[config.mk]
export PLATFORM = sky130hd
export DESIGN_NAME = decode
export DESIGN_NICKNAME = d
export VERILOG_FILES = /design/src/rtl/decode_pkg.sv /design/src/rtl/decode_regfile.sv /design/src/rtl/decode.sv
export SDC_FILE = /design/constraint.sdc
export NUM_CORES = 2
export LEC_CHECK = 0
export BUFFER_PORTS_ARGS = -buffer_cell sky130_fd_sc_hd__buf_2
export CELL_PAD_IN_SITES_DETAIL_PLACEMENT = 0
export CELL_PAD_IN_SITES_GLOBAL_PLACEMENT = 1
export CORE_UTILIZATION = 57
export DETAILED_ROUTE_END_ITERATION = 8
export PLACE_DENSITY_LB_ADDON = 0.1
export SYNTH_ARGS = -nofsm -noshare
export SYNTH_HDL_FRONTEND = slang
export SYNTH_SLANG_ARGS = --single-unit
[constraint.sdc]
create_clock -name clk -period 78.7 [get_ports clk]
set_input_delay 7.87 -clock clk [delete_from_list [all_inputs] [get_ports clk]]
set_output_delay 7.87 -clock clk [all_outputs]
set_load 0.03 [all_outputs]
[src/rtl/decode_pkg.sv]
// Shared constants for the MIPS ID stage: opcodes, ALUOp encodings and
// control bundle layouts reused by decode, execute and control logic.
package decode_pkg;

  localparam logic [5:0] OP_RTYPE = 6'h00;
  localparam logic [5:0] OP_LW    = 6'h23;
  localparam logic [5:0] OP_SW    = 6'h2B;
  localparam logic [5:0] OP_BEQ   = 6'h04;

  localparam logic [1:0] ALUOP_ADD   = 2'b00;
  localparam logic [1:0] ALUOP_SUB   = 2'b01;
  localparam logic [1:0] ALUOP_FUNCT = 2'b10;

  localparam int WB_CTL_W = 2;
  localparam int M_CTL_W  = 3;
  localparam int EX_CTL_W = 4;

  typedef struct packed {
    logic       regdst;
    logic [1:0] aluop;
    logic       alusrc;
  } ex_ctl_t;

  typedef struct packed {
    logic branch;
    logic memread;
    logic memwrite;
  } m_ctl_t;

  typedef struct packed {
    logic regwrite;
    logic memtoreg;
  } wb_ctl_t;

  function automatic logic [31:0] sign_extend(input logic [15:0] imm);
    return {{16{imm[15]}}, imm};
  endfunction

endpackage

[src/rtl/decode_regfile.sv]
// 32x32 register file: two asynchronous read ports with write-through bypass,
// one synchronous write port, register 0 hardwired to zero.
module regfile
  import decode_pkg::*;
(
  input  logic        clk,
  input  logic        rst,
  input  logic [4:0]  ra1_i,
  input  logic [4:0]  ra2_i,
  input  logic        we_i,
  input  logic [4:0]  wa_i,
  input  logic [31:0] wd_i,
  output logic [31:0] rd1_o,
  output logic [31:0] rd2_o
);

  logic [31:0] regs_q [32];
  logic        wr_en_s;

  assign wr_en_s = we_i && (wa_i != 5'd0);

  // Register array storage; entry 0 is never written.
  always_ff @(posedge clk or posedge rst) begin
    if (rst) begin
      for (int i = 0; i < 32; i++) begin
        regs_q[i] <= 32'd0;
      end
    end else if (wr_en_s) begin
      regs_q[wa_i] <= wd_i;
    end
  end

  // Read ports: r0 is zero, a same-cycle write to the read index wins.
  always_comb begin
    rd1_o = 32'd0;
    rd2_o = 32'd0;
    if (ra1_i == 5'd0) begin
      rd1_o = 32'd0;
    end else if (wr_en_s && (wa_i == ra1_i)) begin
      rd1_o = wd_i;
    end else begin
      rd1_o = regs_q[ra1_i];
    end
    if (ra2_i == 5'd0) begin
      rd2_o = 32'd0;
    end else if (wr_en_s && (wa_i == ra2_i)) begin
      rd2_o = wd_i;
    end else begin
      rd2_o = regs_q[ra2_i];
    end
  end

endmodule

[src/rtl/decode.sv]
// MIPS instruction decode stage: control decode, sign extension, register
// file read and the ID/EX pipeline latch.
module decode
  import decode_pkg::*;
(
  input  logic                clk,
  input  logic                rst,
  input  logic [31:0]         if_instr,
  input  logic [31:0]         if_npc,
  input  logic                wb_reg_write,
  input  logic [4:0]          wb_write_reg,
  input  logic [31:0]         wb_write_data,
  output logic [WB_CTL_W-1:0] wb_ctlout,
  output logic [M_CTL_W-1:0]  m_ctlout,
  output logic [EX_CTL_W-1:0] ex_ctlout,
  output logic [31:0]         npcout,
  output logic [31:0]         rdata1out,
  output logic [31:0]         rdata2out,
  output logic [31:0]         s_extendout,
  output logic [4:0]          instr_2016out,
  output logic [4:0]          instr_1511out
);

  logic [5:0]  opcode_s;
  logic [31:0] rdata1_s;
  logic [31:0] rdata2_s;
  ex_ctl_t     ex_d, ex_q;
  m_ctl_t      m_d, m_q;
  wb_ctl_t     wb_d, wb_q;
  logic [31:0] npc_q, rdata1_q, rdata2_q, sext_q;
  logic [4:0]  rt_q, rd_q;

  assign opcode_s = if_instr[31:26];

  regfile u_regfile (
    .clk   (clk),
    .rst   (rst),
    .ra1_i (if_instr[25:21]),
    .ra2_i (if_instr[20:16]),
    .we_i  (wb_reg_write),
    .wa_i  (wb_write_reg),
    .wd_i  (wb_write_data),
    .rd1_o (rdata1_s),
    .rd2_o (rdata2_s)
  );

  // Opcode to control bundles; the all-zero word is a NOP, not an R-type.
  always_comb begin
    ex_d = '0;
    m_d  = '0;
    wb_d = '0;
    if (if_instr == 32'd0) begin
      ex_d = '0;
    end else begin
      case (opcode_s)
        OP_RTYPE: begin
          ex_d = '{regdst: 1'b1, aluop: ALUOP_FUNCT, alusrc: 1'b0};
          wb_d = '{regwrite: 1'b1, memtoreg: 1'b0};
        end
        OP_LW: begin
          ex_d = '{regdst: 1'b0, aluop: ALUOP_ADD, alusrc: 1'b1};
          m_d  = '{branch: 1'b0, memread: 1'b1, memwrite: 1'b0};
          wb_d = '{regwrite: 1'b1, memtoreg: 1'b1};
        end
        OP_SW: begin
          ex_d = '{regdst: 1'b0, aluop: ALUOP_ADD, alusrc: 1'b1};
          m_d  = '{branch: 1'b0, memread: 1'b0, memwrite: 1'b1};
        end
        OP_BEQ: begin
          ex_d = '{regdst: 1'b0, aluop: ALUOP_SUB, alusrc: 1'b0};
          m_d  = '{branch: 1'b1, memread: 1'b0, memwrite: 1'b0};
        end
        default: begin
          ex_d = '0;
        end
      endcase
    end
  end

  // ID/EX latch, free-running with no stall.
  always_ff @(posedge clk or posedge rst) begin
    if (rst) begin
      ex_q     <= '0;
      m_q      <= '0;
      wb_q     <= '0;
      npc_q    <= 32'd0;
      rdata1_q <= 32'd0;
      rdata2_q <= 32'd0;
      sext_q   <= 32'd0;
      rt_q     <= 5'd0;
      rd_q     <= 5'd0;
    end else begin
      ex_q     <= ex_d;
      m_q      <= m_d;
      wb_q     <= wb_d;
      npc_q    <= if_npc;
      rdata1_q <= rdata1_s;
      rdata2_q <= rdata2_s;
      sext_q   <= sign_extend(if_instr[15:0]);
      rt_q     <= if_instr[20:16];
      rd_q     <= if_instr[15:11];
    end
  end

  assign ex_ctlout     = ex_q;
  assign m_ctlout      = m_q;
  assign wb_ctlout     = wb_q;
  assign npcout        = npc_q;
  assign rdata1out     = rdata1_q;
  assign rdata2out     = rdata2_q;
  assign s_extendout   = sext_q;
  assign instr_2016out = rt_q;
  assign instr_1511out = rd_q;

endmodule

==> flow_summary.toml <==
[floorplanning]
core_um2 = 102000
num_rows = 117
die_w_um = 323
ioPinCount = 251
start_util_pct = 57.6
dieArea_um2 = 104000
die_y_um = 323

[pwr]
swShare_pct = 27.7
power_switching_mw = 0.483
pwr-share-clk_pct = 35.8
peakVddDrop_mv = 0.0206
pwr-share-seq_pct = 44.8
power_leakage_nw = 28.5
combinationalPowerShare_pct = 19.4
intPower_mw = 1.26
pwr_density_cell_nw_per_um2 = 27.0

[clock_network]
cts_root_buf = "clkbuf_16"
cts_resized = 0
cts.sinks = 1148
clkTransAtPathRegs_ns = 0.06
cts_setup_buffers = 0
htreeDepth = 4
cts-buffers-inserted = 133
cts_max_path_buffers = 3
clkLatencyLatePin_ns = 0.75
cts_tree = "done"
ctsHoldBuffers = 0

[synth]
yosysUniqueCellTypes = 57
netlist.area_leader.share_pct = 48.9
ys_ff_latch = 1148
synth_top_cells_by_area = "dfrtp_1, mux2_2, mux4_2"
synth_edf_count = 0
ys_seq_area_share_pct = 48.9
synthesis.area_um2 = 58800
synth.largest_area_cell = "dfrtp_1"
async_flop_share_pct = 100
yosys_warnings = 0
syn_avg_cell_area_um2 = 14.9
synth-main-ff-cell = "dfrtp_1"
synth_cells = 3941
synth_nets = 4045

[finish]
finalNetCount = 4069
final_common_cell = "dfrtp_1"
final_layout_size_suffix_gt1_share_pct = 52.4
mostFrequentLayoutCells = "dfrtp_1, mux2_2, mux4_2, buf_2, clkbuf_16"
area_growth_pct = 10.0

[sta]
report.final.hold_viol_count = 0
rsz0062_at_grt = "false"
slew_violations = 0
finClkSkew_ns = 0.0158
setup_viol = 0
holdWs_ns = 0.392
timing.final.crit_share_pct = 13.8
period_needed_ns = 10.83
relSlewSlack_pct = 14.8
setup_tns_ns = 0
fmax_ghz = 0.0923
tightest_slew_ns = 1.28

[critical_path]
worst_r2r_endpoint = "rdata1out[6]"
worstPathArrival_ns = 11.42
r2r.worst_path.cells = 5
critPathKind = "primary input to flip-flop"
rrSetupSlack_ns = 76.58
r2r_start = "u_regfile.regs_q[166]"
worst_setup_path_end_kind = "flip-flop"
required_ns = 79.29
critPathLaunchType = "primary input"
cp_max_fo = 64

[route]
ant_nets = 0
wirelength_um = 200000
first_pass_iters = 6
wl_per_cell_um = 36.7
vias = 39500
via_per_inst = 7.27
drtIter0Drc = 4956
drc = 0

[hold_path]
whs_endpoint = "u_regfile.regs_q[1023]"
holdPathStages = 0
worstHoldStart = "u_regfile.regs_q[1023]"
hp-class = "flip-flop to flip-flop"

[grt]
grt_first_pass_wirelength_um = 289000
antenna_found_initial = 15
gr-total-overflow = 0
grt_pass1_vias = 40200
grt_max_degree = 189
grt.total_usage_pct = 39.0

[run_status]
outcome = "finished, final reports clean"

[flow_run]
cap_viol_max_count = 0

[place]
port_buffers = 250
routabilityCongestion = 0.864
dp_hpwl_um = 113000
-- critical path, stage by stage --
cell and delay, ns:
buf_8 0.57, buf_4 0.70, buf_4 0.84, mux4_2 0.60, mux2_2 0.28, o22ai_1 0.14, or4_1 0.16, o21ai_0 0.07
-- power by group through the flow --
| stage | logic, mW | clock network (mW) | registers, mW |
|---|---|---|---|
| finish | 0.338 | 0.624 | 0.781 |
| global route | 0.357 | 0.654 | 0.791 |
| detailed placement | 0.335 | 0 | 0.786 |
| floorplan | 0.249 | 0 | 0.772 |
| global placement | 0.325 | 0 | 0.774 |
| CTS | 0.337 | 0.631 | 0.776 |
-- flip-flops by register name, summed over array words and instances (netlist names) --
signal,cells
ex_ctlout,3
instr_1511out,5
instr_2016out,5
m_ctlout,3
npcout,32
rdata1out,32
rdata2out,32
s_extendout,11
u_regfile.regs_q,1024
wb_ctlout,1
-- synthesized netlist by cell type (11+ instances only) --
master	n
dfrtp_1	1148
mux2_2	1102
mux4_2	435
clkbuf_1	149
buf_2	126
o22ai_1	114
mux2i_1	106
nor2_1	84
buf_1	67
nand2_1	64
buf_4	61
nor3_1	48
buf_6	45
o21ai_0	44
o221ai_1	37
a21oi_1	27
a221o_1	24
a22oi_1	24
a221oi_1	20
or4_1	18
nor4_1	15
nand3_1	14
inv_1	13
a22o_1	12
a31oi_1	11
nand2b_1	11
-- how the worst max path moves through the flow --
| stage | start | to | slack, ns | depth (start not counted) |
|---|---|---|---|---|
| CTS | rst | u_regfile.regs_q[216] | 67.90 | 5 |
| floorplan | rst | ex_ctlout[0] | 38.50 | 1 |
| global placement | if_instr[22] | rdata1out[25] | 67.11 | 8 |
| global route | rst | u_regfile.regs_q[122] | 67.50 | 5 |
| finish | if_instr[22] | rdata1out[25] | 67.87 | 8 |
| detailed placement | if_instr[22] | rdata1out[25] | 67.10 | 8 |
-- routing by layer --
metal | global-route usage (%) | vias to the layer above | part of all wire, %
li1 | - | 15200 | -
met1 | 54.0 | 21200 | 39
met3 | 9.90 | 593 | 10
met2 | 57.9 | 2464 | 45
met4 | 18.9 | 10 | 5.2
met5 | 0 | - | 0.034
-- stage by stage --
| step | instance area, µm² | worst slack, ns | power [mW] | std cells | util (%) |
|---|---|---|---|---|---|
| 2_1_floorplan | 58800 | 38.50 | 1.02 | 3941 | - |
| 3_3_place_gp | 60200 | 67.11 | 1.10 | 5198 | 59.0 |
| 3_5_place_dp | 60200 | 67.10 | 1.12 | 5198 | 59.0 |
| 4_1_cts | 64600 | 67.90 | 1.74 | 5431 | 63.3 |
| 5_1_grt | 64600 | 67.50 | 1.80 | 5432 | 63.3 |
| 6_report | 64600 | 67.87 | 1.74 | 5439 | 63.4 |
-- cells by family after synthesis --
group | after synthesis | synth area share (%)
multiplexers | 1646 | 39.7
flip-flops | 1148 | 48.9
buffers and inverters | 464 | 4.22
AO/OA/AOI/OAI | 356 | 4.28
AND/OR/NAND/NOR | 317 | 2.77
XOR/XNOR | 10 | 0.149
-- layout make-up --
| cell class | count | area, µm² |
|---|---|---|
| clock inverter | 40 | 455 |
| tap | 1368 | 1710 |
| clock buffer | 193 | 3920 |
| inverter | 14 | 60.1 |
| sequential | 1148 | 28700 |
| fill | 7579 | 37400 |
| multi-input combinational | 2329 | 27700 |
| timing repair buffer | 339 | 2040 |
| antenna | 8 | 20.0 |
Power figures use the tool's default switching activity.
